**src/rtl/fifo_sync_param.sv**
```systemverilog
// fifo_sync_param: single-clock FIFO, WIDTH x DEPTH, with occupancy count,
// almost-full/almost-empty thresholds and defined rd+wr behaviour at full
// and empty.
//
// Ports:
//   clock, rst_n         rising-edge clock, async active-low reset
//   wr, data_in          write request and data
//   rd, data_out         read request, registered read data
//   full, empty          count == DEPTH / count == 0
//   almost_full          count >= AF_LEVEL
//   almost_empty         count <= AE_LEVEL
//   count                occupancy 0..DEPTH
//   err_clr              clears sticky error flags
//   overflow, underflow  sticky write-dropped / read-on-empty flags
//
// Optional feature: define FIFO_ERR_FLAGS_EN to build the sticky error
// flags; otherwise they are tied low and err_clr is ignored.

module fifo_sync_param #(
  parameter int WIDTH    = 8,
  parameter int DEPTH    = 32,
  parameter int AF_LEVEL = DEPTH - 2,
  parameter int AE_LEVEL = 2,
  localparam int AW      = $clog2(DEPTH),
  localparam int CW      = AW + 1
) (
  input  logic             clock,
  input  logic             rst_n,
  input  logic             wr,
  input  logic [WIDTH-1:0] data_in,
  input  logic             rd,
  output logic [WIDTH-1:0] data_out,
  output logic             full,
  output logic             empty,
  output logic             almost_full,
  output logic             almost_empty,
  output logic [CW-1:0]    count,
  input  logic             err_clr,
  output logic             overflow,
  output logic             underflow
);

  logic [WIDTH-1:0] mem [DEPTH];
  logic [AW-1:0]    wr_ptr;
  logic [AW-1:0]    rd_ptr;
  logic             rd_acc;
  logic             wr_acc;

  assign full         = (count == CW'(DEPTH));
  assign empty        = (count == '0);
  assign almost_full  = (count >= CW'(AF_LEVEL));
  assign almost_empty = (count <= CW'(AE_LEVEL));

  // A write while full only lands if a read frees a slot this cycle.
  assign rd_acc = rd & ~empty;
  assign wr_acc = wr & (~full | rd_acc);

  // Storage has no reset; empty gates every read of stale contents.
  always_ff @(posedge clock) begin
    if (wr_acc) mem[wr_ptr] <= data_in;
  end

  always_ff @(posedge clock or negedge rst_n) begin
    if (!rst_n) begin
      wr_ptr   <= '0;
      rd_ptr   <= '0;
      count    <= '0;
      data_out <= '0;
    end else begin
      if (wr_acc) wr_ptr <= wr_ptr + AW'(1);
      if (rd_acc) begin
        rd_ptr   <= rd_ptr + AW'(1);
        data_out <= mem[rd_ptr];
      end
      unique case (1'b1)
        wr_acc & ~rd_acc: count <= count + CW'(1);
        rd_acc & ~wr_acc: count <= count - CW'(1);
        default:          count <= count;
      endcase
    end
  end

`ifdef FIFO_ERR_FLAGS_EN
  // Set has priority over clear when both happen in one cycle.
  always_ff @(posedge clock or negedge rst_n) begin
    if (!rst_n) begin
      overflow  <= 1'b0;
      underflow <= 1'b0;
    end else begin
      if (wr & ~wr_acc) overflow <= 1'b1;
      else if (err_clr) overflow <= 1'b0;
      if (rd & empty)    underflow <= 1'b1;
      else if (err_clr)  underflow <= 1'b0;
    end
  end
`else
  logic unused_err_clr;
  assign unused_err_clr = err_clr;
  assign overflow       = 1'b0;
  assign underflow      = 1'b0;
`endif

endmodule

```
**config.mk**
```make
export PLATFORM = sky130hd
export DESIGN_NAME = fifo_sync_param
export DESIGN_NICKNAME = d
export VERILOG_FILES = /design/src/rtl/fifo_sync_param.sv
export SDC_FILE = /design/constraint.sdc
export NUM_CORES = 1
export LEC_CHECK = 0
export CAP_MARGIN = 20
export CELL_PAD_IN_SITES_DETAIL_PLACEMENT = 0
export CELL_PAD_IN_SITES_GLOBAL_PLACEMENT = 1
export CORE_MARGIN = 3
export CORE_UTILIZATION = 35
export CTS_BUF_LIST = sky130_fd_sc_hd__clkbuf_4
export CTS_CLUSTER_DIAMETER = 200
export CTS_CLUSTER_SIZE = 8
export DETAILED_ROUTE_END_ITERATION = 16
export DONT_BUFFER_PORTS = 1
export PLACE_DENSITY_LB_ADDON = 0.1
export SLEW_MARGIN = 20
export SYNTH_ARGS = -nofsm -noshare
export SYNTH_HDL_FRONTEND = slang
export SYNTH_SLANG_ARGS = --single-unit
export TNS_END_PERCENT = 30
```
**constraint.sdc**
```tcl
create_clock -name clock -period 4.7 [get_ports clock]
set_input_delay 0.47 -clock clock [delete_from_list [all_inputs] [get_ports clock]]
set_output_delay 0.47 -clock clock [all_outputs]
set_load 0.01 [all_outputs]
```
==> reports/qor.yml, run 1 <==
clockRootBuffer: "clkbuf_4"
initial_utilization_pct: 35.61
synth_top_flop_cell: "edfxtp_1"
synth_edf_count: 256
fmax_ghz: 0.3343
period_needed_ns: 2.991
grt_pass1_vias: 5987
multiInputGateArea_mm2: 0.002801
path_class: "reg2reg"
finalSetupViolCount: 0
syn_to_final_growth_pct: 9.561
drt_iter0_drc: 613
grt.total_usage_pct: 15.67
fp.coreArea_mm2: 0.03172
p_leak_uw: 0.004040
worstPathArrival_ns: 3.54
ctsLongestPathBuffers: 3
outcome: "finished, final reports clean"
synth_cell_types: 51
seq_area_frac_synth_pct: 73.39
slowest_delay_ns: 0.61
drt.antenna.violating_nets: 0
critPathRequiredTime_ns: 5.25
synthArstFlopShare_pct: 8.571
finalNonFillerCells: 1105
finalCritPeriodShare_pct: 63.65
fin_tns_setup_ns: 0
dp_hpwl_mm: 16.21
grt_max_degree: 56
ys_warn_count: 0
crit_chain: "or4_4 > o31ai_2 > buf_4 > nor2_1 > ha_1 > a211oi_1 > o21bai_1 > a21oi_1 > mux2i_1 > xnor2_1"
port_buffers: 0
placed_cells: 1023
power.switching_uw: 2331
tightestPinTransition_ns: 1.026
nets: 697
gp_congestion: 0.7314
dp_slack_ns: 1.722
hold_viol: 0
vias: 5839
rows: 65
cts_tree: "yes"
seq_area_mm2: 0.008293
slew_headroom_pct: 31.59
die_x_um: 185.6
antenna_found_initial: 1
swShare_pct: 34.63
hold_ws_ns: 0.1037
power_density_mw_per_mm2: 544.1
clkSlewWorstSetupHoldPaths_ns: 0.10
timing.final.ws_setup_ns: 1.709
clock_latency_ns: 0.67
endpoint_kind: "flop"
die_y_um: 185.6
sequentialPowerShare_pct: 49.9
viasPerCell: 5.284
ios: 33
rsz0062_at_grt: "no"
wl_per_cell_um: 24.08
layout-drive-gt1-share_pct: 19.20
pwr-share-comb_pct: 28.8
synth.avg_cell_area_um2: 17.40
cts_made_buffers: 40
crit_slowest_cell: "or4_4"
cts_sinks: 280
min_path_type: "in2reg"
drv_slew: 0
finalClockSkew_ns: 0.06307
critPathMaxFanout: 13
fin_util_pct: 39.01
cap_violations: 0
wl_met1_mm: 12.75
vdd_drop_max_mv: 0.2301
postCtsSetupRepairBufs: 0
cp-start-kind: "flop"
clock_power_share_pct: 21.3
globalRoute.totalOverflow: 0
route.final.wire_length_mm: 26.60
syn-instance-count: 649
htree_levels: 2
syn_area_mm2: 0.01129
route.met2.wl_mm: 11.83
maxUsedRoutingLayer: "met4"
firstDrtPassIters: 4
ys_seq_elements: 280
p_int_uw: 4401
drc: 0
dieArea_mm2: 0.03446
num-fill-cells: 2912
grt_pass1_wl_mm: 39.15
wl_met3_mm: 1.453
-- per-stage QoR --
step | area, um^2 | total power, uW
after floorplan | 11300 | 4698
after global routing | 12370 | 7131
after CTS | 12370 | 6833
final | 12370 | 6732
after global placement | 11690 | 5302
after detailed placement | 11690 | 5337
-- logic make-up (layout without fill, tap and decap cells) --
family,Yosys count,after routing,share of synthesized area (%)
compound gates,96,96,6.193
xor+xnor,13,13,1.008
other cells,1,7,0.03321
fa+ha+maj,10,10,1.174
mux,91,91,11.58
buf+inv,45,93,1.884
flops,280,280,73.39
simple gates,113,113,4.742
-- state kept, by name, summed over array words and instances (netlist names) --
name and flops:
count 6, mem 256, rd_ptr 5, data_out 8
wr_ptr 5
-- path summary, 6_finish.rpt --
check	startpoint	slack, ns	end	cells past startpoint
max reg2reg	count[3]	1.71	count[5]	10
min in group asynchronous	rst_n	0.28	wr_ptr[4]	2
max in group asynchronous	rst_n	4.22	rd_ptr[0]	2
max	count[3]	1.71	count[5]	10
min	data_in[3]	0.10	mem[26][3]	1
min reg2reg	rd_ptr[3]	0.50	rd_ptr[3]	1
-- cells in the final DEF (no fill, tap or decap), types with 4 or more instances in the layout --
cell / netlist / final
mux2i_1: 44 / 44
o311ai_0: 7 / 7
buf_12: 0 / 8
o21ai_1: 8 / 8
o22ai_1: 14 / 14
nand2_1: 29 / 29
nor2_1: 46 / 46
inv_1: 8 / 8
a21oi_1: 11 / 11
o21a_1: 7 / 7
edfxtp_1: 256 / 256
a221oi_1: 7 / 7
mux2_1: 4 / 4
a211oi_1: 15 / 15
xnor2_1: 13 / 13
mux2_2: 13 / 13
mux4_2: 30 / 30
nor2b_1: 8 / 8
ha_1: 9 / 9
nor3_1: 9 / 9
clkbuf_4: 0 / 64
dfrtp_1: 24 / 22
diode_2: 0 / 5
a221o_1: 7 / 7
o31ai_1: 8 / 7
buf_4: 8 / 8
-- metal layers --
| metal | global-route usage [%] | vias up |
|---|---|---|
| li1 | - | 2648 |
| met4 | 4.111 | 0 |
| met2 | 23.46 | 137 |
| met5 | 0 | - |
| met3 | 3.850 | 45 |
| met1 | 23.06 | 3009 |
-- cells in the mapped netlist, types with 2 or more instances --
cell,count,area [um^2]
o311ai_0,7,61.31
xnor2_1,13,113.9
a21o_1,2,15.01
a221o_1,7,70.07
nand2_1,29,108.9
mux2_2,13,146.4
a211oi_1,15,112.6
nor3b_1,2,15.01
nor2b_1,8,50.05
o31ai_1,8,60.06
nor3_1,9,45.04
inv_1,8,30.03
mux2i_1,44,440.4
nand3b_1,3,22.52
o21a_1,7,52.55
buf_4,8,60.06
ha_1,9,112.6
nand4_1,3,18.77
a21oi_1,11,55.05
edfxtp_1,256,7687
buf_2,11,55.05
nand3_1,3,15.01
clkbuf_1,16,60.06
nor2_1,46,172.7
o21ai_1,8,40.04
o21ai_0,3,15.01
mux2_1,4,45.04
buf_1,2,7.510
mux4_2,30,675.7
dfrtp_1,24,600.6
o22ai_1,14,87.58
a221oi_1,7,61.31
-- timing repair --
action                                 in CTS  in global routing
hold buffers                               11                  0
endpoints found under the hold margin     281                  0
resized for setup                           0                  0
-- power groups by stage --
stage | combinational (uW) | sequential [uW] | clock [uW]
3_3_place_gp | 1880 | 3420 | 0
3_5_place_dp | 1910 | 3430 | 0
5_1_grt | 2110 | 3410 | 1610
4_1_cts | 1980 | 3370 | 1480
2_1_floorplan | 1560 | 3130 | 0
6_report | 1940 | 3360 | 1430
-- worst max-delay path: cells and delay by family, from the launching register on --
family,cells,cell delay [ns]
muxes,1,0.24
and+or+nand+nor,2,0.76
AOI/OAI and AO/OA,4,0.73
DFF,1,0.49
buffers and inverters,1,0.25
xor gates and xnor gates,1,0.14
adders and majority gates,1,0.32
-- layout make-up --
cell class | instances | share of cell area, %
inverter | 8 | 0.2427
sequential | 280 | 67.02
multi-input combinational | 325 | 22.64
timing repair buffer | 19 | 1.982
clock buffer | 64 | 3.883
antenna | 5 | 0.1011
clock inverter | 2 | 0.06067
tap | 402 | 4.065
No activity file was read; power rests on OpenSTA's default activity.
==> inputs of run 2 (changes only) <==
- clock period: 4.7 -> 2.89 ns (I/O delays scaled with it)
==> run 2 against run 1 <==
Against the previous run: final area grew 4.4%; sequential share of layout area shrank 2.8 points; non-clock buffer count grew 57; register-to-register slack lost 1.5 ns; largest power group unchanged; clock skew shrank 0.034 ns.
==> reports/qor.yml, run 2 (synthesis results as in run 1) <==
outcome: "finished, final reports clean"
path_buf_inv: 0
final_cell_mix: "256 x edfxtp_1, 72 x clkbuf_4, 54 x buf_4"
crit_slowest_cell: "or4_4"
timing.final.ws_setup_ns: 0.2083
hold_ws_ns: 0.06902
syn_to_final_growth_pct: 14.38
firstDrtPassIters: 5
drc: 0
crit_start: "count[3]"
min_path_type: "in2reg"
initial_utilization_pct: 35.61
fmax_ghz: 0.3729
final_common_cell: "edfxtp_1"
grt_pass1_wl_mm: 40.82
total_power_uw: 11330
period_needed_ns: 2.682
rsz0062_at_grt: "no"
hold_end: "count[0]"
regMostFlops: "mem"
endpoint_kind: "flop"
port_buffers: 0
crit_chain: "or4_4 > o31ai_2 > nor2_2 > ha_1 > a211oi_1 > o21bai_1 > a21oi_1 > mux2i_1 > xnor2_1"
die_x_um: 185.6
cp-start-kind: "flop"
critPathRequiredTime_ns: 3.45
clockRootBuffer: "clkbuf_4"
p_leak_uw: 0.004373
multiInputGateArea_mm2: 0.002810
worstPathArrival_ns: 3.24
die_y_um: 185.6
num-fill-cells: 2869
gp_congestion: 0.7509
htree_levels: 2
antenna_found_initial: 1
hold_depth: 3
finalSetupViolCount: 0
clkSlewWorstSetupHoldPaths_ns: 0.09
timing.rr.end: "count[5]"
route.final.wire_length_mm: 27.17
path_class: "reg2reg"
cts_tree: "yes"
drt_iter0_drc: 431
drv_slew: 0
power_density_mw_per_mm2: 877.3
ios: 33
tightestPinTransition_ns: 0.7653
critPathMaxFanout: 6
layout-drive-gt1-share_pct: 24.97
finalCritPeriodShare_pct: 92.79
final_area_mm2: 0.01292
fp.coreArea_mm2: 0.03172
grt_max_degree: 36
rows: 65
clock_latency_ns: 0.64
reg_top3: "mem x256, data_out x8, count x6"
dpl-instance-area_mm2: 0.01207
min_from: "rd"
hold_viol: 0
slowest_delay_ns: 0.57
viasPerCell: 5.155
vdd_drop_max_mv: 0.3547
grt.total_usage_pct: 16.11
largest_reg_flops: 256
dp_slack_ns: 0.1769
r2r-start: "count[3]"
finalClockSkew_ns: 0.02931
fin_tns_setup_ns: 0
nets: 754
r2r_cells: 9
globalRoute.totalOverflow: 0
dp_hpwl_mm: 16.64
seq_area_mm2: 0.008293
cts_sinks: 280
r2r_slack_ns: 0.21
cap_violations: 0
dieArea_mm2: 0.03446
wl_per_cell_um: 23.32
vias: 6006
cts_made_buffers: 40
crit_family: "compound AO/OA/AOI/OAI gates"
ctsLongestPathBuffers: 3
drt.antenna.violating_nets: 0
slew_headroom_pct: 48.25
grt_pass1_vias: 6268
run 2: cell types whose count changed in the layout (fill, tap and decap cells not counted), sizes merged:
cell / previous run / this run
clkbuf: 64 / 72
diode: 5 / 2
inv: 10 / 8
dlygate4sd3: 2 / 11
buf: 17 / 65
run 2: repair_timing:
item / CTS / global route
endpoints found under the hold margin: 289 / 1
gates resized for setup: 0 / 1
hold buffers: 19 / 1
buffers inserted: 0 / 0
endpoints found under the setup margin: 0 / 1
run 2: worst max-delay path by stage:
stage / to / slack, ns / depth (start not counted)
6_report: count[5] / 0.21 / 9
5_1_grt: count[5] / 0.01 / 9
2_1_floorplan: count[5] / 0.19 / 9
3_3_place_gp: count[5] / 0.22 / 9
3_5_place_dp: count[5] / 0.18 / 9
4_1_cts: count[5] / 0.14 / 9
run 2: layer usage:
layer | vias to the layer above | global-route usage [%] | share of wire, %
li1 | 2756 | - | -
met1 | 3063 | 23.26 | 47
met4 | 0 | 4.945 | 2.5
met5 | - | 0 | 0
met2 | 140 | 24.77 | 46
met3 | 47 | 3.342 | 5.3
run 2: area by class of cell:
cell class              count  area share (%)
multi-input cells         325           21.76
flip-flops and latches    280           64.20
inverters                   8          0.2325
clock buffers              72           4.184
diodes                      2         0.03874
repair buffers             76           5.695
well taps                 402           3.894
run 2: tightest hold or removal path, cell delays in order:
cell and delay, ns:
nor3_1 0.05, a21oi_4 0.22, xnor2_1 0.09
run 2: metrics by stage:
| stage | std cells | utilization (%) |
|---|---|---|
| 2_1_floorplan | 650 | - |
| 3_3_place_gp | 1071 | 38.06 |
| 3_5_place_dp | 1071 | 38.06 |
| 4_1_cts | 1162 | 40.65 |
| 5_1_grt | 1165 | 40.73 |
| 6_report | 1165 | 40.73 |
run 2: power by group:
group	internal (uW)	switching (uW)
logic	1580	2050
clock network	1110	1320
registers	4810	464
